### src/rtl/contador_programa.sv
// Next-PC sequencing stage: selects the next program counter from the ALU
// flags, the decoded targets and the current opcode. It also stalls on IN,
// swaps between kernel and user mode, stops on HALT and counts retired
// instructions. All outputs come straight from registers.
module contador_programa #(
  parameter int unsigned        LARG_PC     = 32,
  parameter logic [LARG_PC-1:0] PC_INICIAL  = '0,
  parameter logic [LARG_PC-1:0] BASE_KERNEL = '0
) (
  input  logic               clock,
  input  logic               reset,
  input  logic [5:0]         Opcode,
  input  logic               Zero,
  input  logic [LARG_PC-1:0] Resultado,
  input  logic [LARG_PC-1:0] Alvo_Desvio,
  input  logic [LARG_PC-1:0] Alvo_Registro,
  input  logic               Entrada_Pronta,
  input  logic               Pausa,
  output logic [LARG_PC-1:0] PC,
  output logic [LARG_PC-1:0] PC_Retorno,
  output logic               Modo_Kernel,
  output logic               Aguardando,
  output logic               Parado,
  output logic [31:0]        Instrucoes
);

  localparam logic [5:0] OP_JUMP = 6'b000101;
  localparam logic [5:0] OP_BEQ  = 6'b001010;
  localparam logic [5:0] OP_BNE  = 6'b001011;
  localparam logic [5:0] OP_JR   = 6'b010011;
  localparam logic [5:0] OP_IN   = 6'b001000;
  localparam logic [5:0] OP_SWAP = 6'b100001;
  localparam logic [5:0] OP_HALT = 6'b111111;

  typedef enum logic [1:0] {
    EXEC      = 2'd0,
    ESPERA_IN = 2'd1,
    PARADO    = 2'd2
  } estado_t;

  estado_t            estado_q, estado_d;
  logic [LARG_PC-1:0] pc_q, pc_d;
  logic [LARG_PC-1:0] ret_q, ret_d;
  logic               kernel_q, kernel_d;
  logic               aguard_q, aguard_d;
  logic               parado_q, parado_d;
  logic [31:0]        instr_q, instr_d;
  logic [LARG_PC-1:0] pc_mais1;

  // PC+1 wraps naturally at the register width
  assign pc_mais1 = pc_q + 1'b1;

  // State register: asynchronous reset, otherwise load the next-state values
  always_ff @(posedge clock or posedge reset) begin
    if (reset) begin
      estado_q <= EXEC;
      pc_q     <= PC_INICIAL;
      ret_q    <= '0;
      kernel_q <= 1'b0;
      aguard_q <= 1'b0;
      parado_q <= 1'b0;
      instr_q  <= '0;
    end else begin
      estado_q <= estado_d;
      pc_q     <= pc_d;
      ret_q    <= ret_d;
      kernel_q <= kernel_d;
      aguard_q <= aguard_d;
      parado_q <= parado_d;
      instr_q  <= instr_d;
    end
  end

  // Next-state decision: hold everything by default; a stall or PARADO keeps the defaults
  always_comb begin
    estado_d = estado_q;
    pc_d     = pc_q;
    ret_d    = ret_q;
    kernel_d = kernel_q;
    aguard_d = aguard_q;
    parado_d = parado_q;
    instr_d  = instr_q;
    if (!Pausa) begin
      unique case (estado_q)
        EXEC: begin
          instr_d = instr_q + 32'd1;
          unique case (Opcode)
            OP_JUMP: pc_d = Zero ? Resultado : pc_mais1;
            OP_BEQ,
            OP_BNE:  pc_d = Zero ? Alvo_Desvio : pc_mais1;
            OP_JR:   pc_d = Zero ? Alvo_Registro : pc_mais1;
            OP_IN: begin
              if (Entrada_Pronta) begin
                pc_d = pc_mais1;
              end else begin
                // A blocked IN does not retire until the input arrives
                instr_d  = instr_q;
                aguard_d = 1'b1;
                estado_d = ESPERA_IN;
              end
            end
            OP_SWAP: begin
              if (kernel_q) begin
                pc_d     = Resultado;
                kernel_d = 1'b0;
              end else begin
                ret_d    = pc_mais1;
                pc_d     = BASE_KERNEL;
                kernel_d = 1'b1;
              end
            end
            OP_HALT: begin
              parado_d = 1'b1;
              estado_d = PARADO;
            end
            default: pc_d = pc_mais1;
          endcase
        end
        ESPERA_IN: begin
          if (Entrada_Pronta) begin
            pc_d     = pc_mais1;
            aguard_d = 1'b0;
            instr_d  = instr_q + 32'd1;
            estado_d = EXEC;
          end
        end
        PARADO: begin
          estado_d = PARADO;
        end
        default: estado_d = EXEC;
      endcase
    end
  end

  assign PC          = pc_q;
  assign PC_Retorno  = ret_q;
  assign Modo_Kernel = kernel_q;
  assign Aguardando  = aguard_q;
  assign Parado      = parado_q;
  assign Instrucoes  = instr_q;

endmodule

### config.mk
export PLATFORM = sky130hd
export DESIGN_NAME = contador_programa
export DESIGN_NICKNAME = d
export VERILOG_FILES = /design/src/rtl/contador_programa.sv
export SDC_FILE = /design/constraint.sdc
export NUM_CORES = 1
export LEC_CHECK = 0
export ABC_AREA = 1
export ABC_CLOCK_PERIOD_IN_PS = 4000
export CORE_UTILIZATION = 50
export DETAILED_ROUTE_END_ITERATION = 10
export GPL_TIMING_DRIVEN = 0
export PLACE_DENSITY = 0.82
export SETUP_SLACK_MARGIN = 0.02
export SYNTH_ARGS = -nofsm -noshare
export SYNTH_HDL_FRONTEND = slang
export SYNTH_SLANG_ARGS = --single-unit
### constraint.sdc
create_clock -name clock -period 4 [get_ports clock]
set_clock_uncertainty 0.15 [all_clocks]
set_input_delay 0.4 -clock clock [delete_from_list [all_inputs] [get_ports clock]]
set_output_delay 0.4 -clock clock [all_outputs]
set_load 0.005 [all_outputs]
==> results of run 1 <==
## state kept, by name, indices dropped and copies added, names as in the netlist
name         flops
estado_q         2
PC              32
Aguardando       1
PC_Retorno      32
Modo_Kernel      1
Instrucoes      32
Parado           1
## cells by family (layout without fill, tap and decap cells)
logic type                 after synthesis  after routing  synth area share
buffers and inverters                  169            389            0.0885
and+or+nand+nor                        837            837             0.462
other                                    0              1                 0
DFF                                    101            101             0.330
AOI/OAI and AO/OA                      117            117            0.0828
adders and majority gates                2              2           0.00326
xor gates and xnor gates                29             29            0.0341
## metrics by stage
stage                util  setup WS, ns
detailed placement  0.675          1.19
finish              0.696          1.47
CTS                 0.696          1.55
floorplan               -         0.803
global route        0.696          1.39
global placement    0.673        -0.777
## power groups by stage
| stage | clock (mW) | combinational [mW] | sequential [mW] |
|---|---|---|---|
| floorplan | 0 | 1.43 | 1.63 |
| global placement | 0 | 2.53 | 1.72 |
| detailed placement | 0 | 2.58 | 1.73 |
| CTS | 0.928 | 2.60 | 1.72 |
| global route | 0.966 | 2.89 | 1.77 |
| finish | 0.924 | 2.64 | 1.74 |
## per-layer routing
metal | GRT usage | wire length (um) | share of wire | up-vias
li1 | - | - | - | 4387
met1 | 0.457 | 11600 | 0.42 | 4072
met2 | 0.581 | 12600 | 0.45 | 456
met3 | 0.0663 | 2340 | 0.085 | 64
met4 | 0.150 | 1070 | 0.039 | 0
met5 | 0 | 0 | 0 | -
## worst paths after layout
path | startpoint | to | slack [ns] | depth (start not counted)
max | Opcode[5] | PC[0] | 1.47 | 10
min | reset | PC[29] | 0.26 | 2
max reg2reg | PC[0] | PC[18] | 1.60 | 14
min reg2reg | PC_Retorno[10] | PC_Retorno[10] | 0.32 | 2
max in group asynchronous | reset | PC_Retorno[6] | 2.74 | 3
min in group clock | PC_Retorno[10] | PC_Retorno[10] | 0.32 | 2
## placed cells by master (no fill, tap or decap), types with 5 or more instances in the layout
cell,count
nand3_1,120
clkbuf_1,15
nand2_1,546
xnor2_1,14
a21oi_1,33
nor2_2,15
o21ai_0,56
o21ai_1,13
nand2_2,5
buf_2,14
nor2_4,6
o211ai_1,5
and2_1,5
inv_1,122
clkdlybuf4s50_1,204
xor2_1,14
nor2_1,99
inv_2,8
dfrtp_1,101
nand3b_1,7
clkbuf_16,9
nor3_1,8
nand4_1,14
## layout make-up
type,instances,area [um2],area share
sequential,101,2530,0.246
clock inverter,4,55.1,0.00536
timing repair buffer,205,2070,0.201
antenna,1,2.50,0.000244
clock buffer,11,253,0.0246
buffer,37,183,0.0178
inverter,132,498,0.0485
tap,184,230,0.0224
multi-input combinational,985,4460,0.434
==> summary.md, run 1 <==
| Metric | Value |
|---|---|
| Outcome | finished, final reports clean |
| Critical-path top delay cell | clkdlybuf4s50_1 |
| Mapped Area | 0.00766 mm2 |
| Avg Cell Area, Syn | 6.11 um2 |
| Final cell count without fillers | 1660 |
| WP data required | 4.11 ns |
| Max_cap viols | 0 |
| CP Cell Sequence | clkdlybuf4s50_1, nor2_2, nand3_2, nand3_1, nor2_1, nor2_1, o21ai_0, nand3_1, nand2_1, inv_1 |
| Synthesis Warnings | 0 |
| Buf+Inv Stages, Crit Path | 2 |
| Area Overhead vs Synth | 34.1% |
| Fraction of layout cells with a size suffix above 1 | 0.0556 |
| Worst skew pair latency | 0.36 ns |
| Switching Share | 0.441 |
| Combinational cell fraction of total power | 0.498 |
| Slew @ Worst Pin | 0.719 ns |
| Endpoints failing hold | 0 |
| Largest net degree at the start of global routing | 70 |
| Post CTS Setup Buffer Count | 0 |
| GPL Wtd Cong | 0.992 |
| Final setup fails | 0 |
| Pleak | 5.13 nW |
| Vias | 8979 |
| Async S/R FF share, synth | 1.00 |
| Top cell type's share of synthesized area | 0.330 |
| Row cnt | 44 |
| Post-synth EDFFs | 0 |
| Fin. max-slew vios | 0 |
| CTS Hold Bufs | 0 |
| Internal power | 2.96 mW |
| Final HPWL DP | 21.6 mm |
| Final wirelength | 27.6 mm |
| Initial Util | 0.519 |
| Global route overflow | 0 |
| Pre-antenna DRT Iters | 6 |
| Post-route DRC violation count | 0 |
| Initial antenna violation count | 1 |
| Clk pwr share | 0.174 |
| Longest Clk Path Bufs | 2 |
| RSZ-0062 raised after global routing | no |
| Hold crit path type | primary input to asynchronous set/reset pin |
| Post-synthesis sequential area ratio | 0.330 |
| I/O pin count | 206 |
| Cell Pwr Density | 515 mW/mm2 |
| Net load switching power | 2.34 mW |
| Placed standard-cell area | 0.00997 mm2 |
| Syn_nets | 1364 |
| Vias per inst | 5.41 |
| Leading post-synthesis cells by cell area | dfrtp_1 (33%), nand2_1 (27%), nand3_1 (7.8%) |
| Synth cell count leaders | nand2_1 (546), inv_1 (123), nand3_1 (120) |
| Dpl cells | 1644 |
| Total global-route track usage | 0.354 |
| CTS buffer count | 9 |
| Crit-path leading delay family | simple AND/OR/NAND/NOR gates |
| Most frequent cell after synthesis | nand2_1 |
| Fin area | 0.0103 mm2 |
| Core Area | 0.0148 mm2 |
| Final Power | 5.30 mW |
| Final min period | 2.53 ns |
| Die Width | 126 um |
| Syn Inst Count | 1255 |
| Yosys cell types | 43 |
| Vias in the first global route | 8335 |
| Filler cells | 1348 |
| Critical path data arrival time | 2.63 ns |
| Most used DFF post-synth | dfrtp_1 |
| Drt wl/cell | 16.6 um |
| Crit-path max cell delay | 0.58 ns |
| Final nets | 1580 |
| Final period utilization | 0.631 |
| Sequential share of power | 0.328 |
| Hold slack | 0.258 ns |
| Die height | 126 um |
| Root buf cell | clkbuf_16 |
| Max Freq | 0.396 GHz |
| PostCTS Resize Cnt | 0 |
| H-tree depth | 3 |
| Setup crit start kind | primary input |
| Yosys reg bits | 101 |
| Worst slew margin | 0.521 |
| Setup TNS | 0 ns |
| Setup CP Type | primary input to flop |
| Iter 0 DRT Violations | 889 |
| CP endpoint kind | flop |
| Worst vdd ir | 432 uV |
| CTS tree | built |
| Sink Count | 101 |
| Crit path max fanout | 7 |
| Yosys top cell by area | dfrtp_1 |
| Clock-pin slew on the worst setup and hold paths | 0.07 ns |
| Die area | 0.0158 mm2 |
| Global-route wire length before repair | 43.3 mm |
| Routed Antenna Nets | 0 |
| Port Buf Inserts | 204 |
Power figures use the tool's default switching activity.
==> run 2, diff against run 1 <==
Settings changed: ABC_CLOCK_PERIOD_IN_PS 4000 to 2250, CORE_UTILIZATION 50 to 45, PLACE_DENSITY 0.82 to 0.78.
Clock period 4 ns to 2.25 ns, I/O delays scaled along.
==> summary.md, run 2 (synthesized netlist as in run 1, its figures left out) <==
| Metric | Value |
|---|---|
| Outcome | finished, final reports clean |
| GPL Wtd Cong | 0.969 (-2.3%) |
| CP Cell Sequence | clkdlybuf4s50_1, nor2_2, nand2_1, nor3_2, nand3_1, nor2_2, inv_2, clkbuf_2, nand2_1, nand2_1 |
| R2r startpoint | estado_q[1] |
| Vias per inst | 5.41 (about the same) |
| Crit path max fanout | 10 (+3) |
| Vias in the first global route | 8398 (+0.76%) |
| WP data required | 2.35 ns (-1.76 ns) |
| Port Buf Inserts | 204 (unchanged) |
| Routed Antenna Nets | 0 (unchanged) |
| Cell mode on critical path | nand2_1 |
| Most frequent cells in the layout | nand2_1 (544), clkdlybuf4s50_1 (204), inv_1 (120), nand3_1 (119), dfrtp_1 (89) |
| Crit Reg-Reg Endpoint | PC[27] |
| Reg2reg path depth | 8 (-6) |
| Final min period | 2.14 ns |
| Reg2reg setup slack | 0.12 ns (-1.48 ns) |
| Initial Util | 0.462 (-0.0573) |
| Cell Pwr Density | 904 mW/mm2 (+75%) |
| Iter 0 DRT Violations | 870 (-2.1%) |
| Max Freq | 0.468 GHz |
| CP endpoint | PC_Retorno[25] |
| Fin area | 0.0106 mm2 (+3.0%) |
| Die area | 0.0176 mm2 (+11%) |
| Core Area | 0.0166 mm2 (+12%) |
| Wl on met1 | 11.8 mm (+1.1%) |
| Critical path data arrival time | 2.24 ns (-0.39 ns) |
| Vias | 9229 (+2.8%) |
| Crit-path max cell delay | 0.51 ns (-0.07 ns) |
| Antenna cell count | 0 (-1) |
| CTS tree | built |
| Final wirelength | 29.1 mm (+5.4%) |
| Pre-antenna DRT Iters | 6 (unchanged) |
| Drt wl/cell | 17.0 um (+2.5%) |
| Placed standard-cell area | 0.0100 mm2 (+0.59%) |
| Fraction of layout cells with a size suffix above 1 | 0.0921 (+0.0365) |
| Die height | 133 um (+5.3%) |
| Worst vdd ir | 582 uV (+35%) |
| Area Overhead vs Synth | 38.1% |
| Post-route DRC violation count | 0 (unchanged) |
| I/O pin count | 206 (unchanged) |
| Longest Clk Path Bufs | 2 (unchanged) |
| Setup CP Type | primary input to flop |
| Most common cell after layout, fill and taps aside | nand2_1 |
| CP endpoint kind | flop |
| Worst skew pair latency | 0.36 ns (about the same) |
| Final nets | 1591 (+0.70%) |
| Largest net degree at the start of global routing | 40 (-43%) |
| RSZ-0062 raised after global routing | yes |
| Final HPWL DP | 22.8 mm (+5.4%) |
| Endpoints failing hold | 0 (unchanged) |
| Final setup fails | 0 (unchanged) |
| CTS Hold Bufs | 0 (unchanged) |
| Worst setup path startpoint | Opcode[3] |
| Critical-path top delay cell | clkdlybuf4s50_1 |
| Initial antenna violation count | 0 (-1) |
| Row cnt | 47 (+6.8%) |
| Final period utilization | 0.949 |
| Pleak | 5.20 nW (+1.4%) |
| Global-route wire length before repair | 44.7 mm (+3.2%) |
| Clock-pin slew on the worst setup and hold paths | 0.08 ns (about the same) |
| Hold crit path type | primary input to asynchronous set/reset pin |
| Setup TNS | 0 ns (unchanged) |
| Slew @ Worst Pin | 0.913 ns (+0.194 ns) |
| Sink Count | 101 (unchanged) |
| Fin. max-slew vios | 0 (unchanged) |
| DR top layer | met4 |
| Met3 routed WL | 2.60 mm (+11%) |
| Max_cap viols | 0 (unchanged) |
| CTS buffer count | 9 (unchanged) |
| H-tree depth | 3 (unchanged) |
| Setup crit start kind | primary input |
| Hold slack | 0.250 ns (-0.00796 ns) |
| Die Width | 133 um (+5.3%) |
| Root buf cell | clkbuf_16 |
| DR WL met2 | 13.2 mm (+5.5%) |
| Worst slew margin | 0.390 (-0.131) |
| Total global-route track usage | 0.330 (-0.0235) |
| Global route overflow | 0 (unchanged) |
==> run 2: cell types whose count changed in the layout (fill, tap and decap cells not counted), sizes merged <==
cell      before  now
bufinv         1    0
buf           23   35
clkinvlp       1    3
clkbuf        26   24
diode          1    0
clkinv         2    3
==> run 2: worst min path at each step <==
stage               depth (start not counted)        endpoint      startpoint
global placement                            2   PC_Retorno[9]   PC_Retorno[9]
detailed placement                          2  PC_Retorno[12]  PC_Retorno[12]
floorplan                                   3     estado_q[1]           Pausa
global route                                2  Instrucoes[12]           reset
finish                                      2  Instrucoes[11]           reset
CTS                                         2  Instrucoes[12]           reset
==> run 2: final cells by class <==
| type | instances | area [um2] |
|---|---|---|
| repair buffers | 217 | 2180 |
| flip-flops and latches | 101 | 2540 |
| plain buffers | 36 | 189 |
| multi-input cells | 985 | 4610 |
| fillers | 1559 | 6000 |
| clock buffers | 10 | 229 |
| clock inverters | 6 | 57.6 |
| inverters | 132 | 502 |
| well taps | 220 | 275 |
==> run 2: routing by layer <==
metal / global-route usage / vias to the layer above
li1: - / 4399
met1: 0.425 / 4223
met2: 0.532 / 515
met3: 0.0556 / 92
met4: 0.172 / 0
met5: 0 / -
==> run 2: critical path: cells and delay by family <==
family                 cells  cell delay, ns
and+or+nand+nor            7            1.12
buffers and inverters      3            0.90
==> run 2: through the flow <==
| step | cells | setup WS [ns] | power (mW) | util |
|---|---|---|---|---|
| detailed placement | 1681 | -0.399 | 7.74 | 0.604 |
| global placement | 1679 | -0.437 | 7.66 | 0.602 |
| floorplan | 1255 | 0.393 | 5.45 | - |
| CTS | 1698 | 0.0294 | 9.32 | 0.623 |
| finish | 1707 | 0.115 | 9.56 | 0.638 |
| global route | 1707 | -0.0110 | 10.2 | 0.638 |
==> run 2: repair_timing <==
| action | CTS | global route |
|---|---|---|
| pin swaps | 0 | 8 |
| resized for setup | 5 | 68 |
| buffers inserted | 1 | 10 |
| hold endpoints to repair | 0 | 0 |
| setup endpoints to repair | 26 | 63 |
==> run 2: report_power, final <==
group	leakage (nW)	internal, mW	switching (mW)
sequential	1.29	2.33	0.790
clock	0.132	0.772	0.780
combinational	3.77	2.12	2.77
==> RTL change, RTL diff (flow settings as in run 2) <==
Re-encode `estado_t` (3 values) as one-hot, 3 bits wide.
--- a/src/rtl/contador_programa.sv
+++ b/src/rtl/contador_programa.sv
@@ -32,10 +32,10 @@
   localparam logic [5:0] OP_SWAP = 6'b100001;
   localparam logic [5:0] OP_HALT = 6'b111111;
 
-  typedef enum logic [1:0] {
-    EXEC      = 2'd0,
-    ESPERA_IN = 2'd1,
-    PARADO    = 2'd2
+  typedef enum logic [2:0] {
+    EXEC      = 3'b001,
+    ESPERA_IN = 3'b010,
+    PARADO    = 3'b100
   } estado_t;
 
   estado_t            estado_q, estado_d;
Function: no difference found for any inputs over 4 cycles, from zero or initial values and one cycle with reset high; so few cycles prove little.
==> RTL change against run 2 <==
  * Combinational power fell by 18%
  * Die area fell by 0.13%
  * Total power fell by 11%
  * Via count fell by 2.9%
  * Cell area rose by 1.8%
  * Clock power rose by 7%
  * Register-to-register slack got worse by 0.09 ns
  * Sequential cell count rose by 1
  * Core utilization rose by 1.1 points
  * Worst setup slack got worse by 0.083 ns
  * Routed wire length rose by 0.74%
  * Highest routed layer unchanged
  * Area after synthesis fell by 0.13%
==> RTL change: results (changes against run 2) <==
status=finished clean (unchanged); FF+latch count, synth=102 (was 101); r2r startpoint=PC[1] (was estado_q[1]); Area after DPL=0.01001 mm² (was 0.01002 mm²); CP max stage delay=0.43 ns (was 0.51 ns); First DRT Iteration DRCs=1004 (was 870); synth top area cells=dfrtp_1 (33%), nand2_1 (18%), o21ai_0 (7.3%) (was dfrtp_1 (33%), nand2_1 (27%), nand3_1 (7.8%)); Placement Setup Slack=-0.5179 ns (was -0.3994 ns); Logic inverters=103 (was 132); vias in the first global route=8089 (was 8398); Buffers excl. clock=278 (was 253); Mapped Cells=1141 (was 1255); final weighted congestion in routability-driven placement=1.017 (was 0.9688); register area share after synthesis=0.3337 (was 0.3298); ClkCell Share=0.02892 (was 0.02708); Synth top cells by count=nand2_1 (369), o21ai_0 (112), dfrtp_1 (101), inv_1 (92), nor2_1 (89) (was nand2_1 (546), inv_1 (123), nand3_1 (120), dfrtp_1 (101), nor2_1 (99)); Slowest-stage cell, CP=dfrtp_2 (was clkdlybuf4s50_1); static leakage=4.884 nW (was 5.196 nW); GR Util All Layers=0.3312 (was 0.3301); first-pass GRT wire length=44770 µm (was 44710 µm); reg2reg path depth=11 (was 8); final core utilization=0.6495 (was 0.6381); worst-margin pin slew=0.8042 ns (was 0.9131 ns); maximum VDD drop=0.0004605 V (was 0.0005822 V); hpwl dp=21940 µm (was 22780 µm); Reg power frac=0.336 (was 0.326); Synth Area in Compound Gates=0.1491 (was 0.08278); adder-cell area share of the yosys netlist=0.003270 (was 0.003265); Fillers=1522 (was 1559); Seq. cell area=0.002576 mm² (was 0.002542 mm²); placed insts=1567 (was 1681); xor/xnor share of the synthesized area=0.05477 (was 0.03412)
==> RTL change: cell count changes after synthesis, sizes merged, moves of 9 or more <==
cell,change
mux2,+9
inv,-29
o21ai,+59
xor2,+23
nor2,-13
nand2,-169
nand3,-33
nand4,+9
==> RTL change: worst min path at each step <==
| stage | startpoint | endpoint |
|---|---|---|
| after floorplan | Pausa | Modo_Kernel |
| after global placement | Instrucoes[31] | Instrucoes[31] |
| after detailed placement | Instrucoes[31] | Instrucoes[31] |
| after CTS | reset | Instrucoes[10] |
| after global routing | reset | Instrucoes[10] |
| final | reset | Instrucoes[11] |
==> RTL change: per-layer routing <==
| metal | share of wire | GRT usage | vias to the layer above |
|---|---|---|---|
| met5 | 0 | 0 | - |
| met4 | 0.026 | 0.1156 | 0 |
| met3 | 0.11 | 0.04521 | 70 |
| met2 | 0.46 | 0.5287 | 568 |
| met1 | 0.41 | 0.4604 | 4116 |
| li1 | - | - | 4206 |
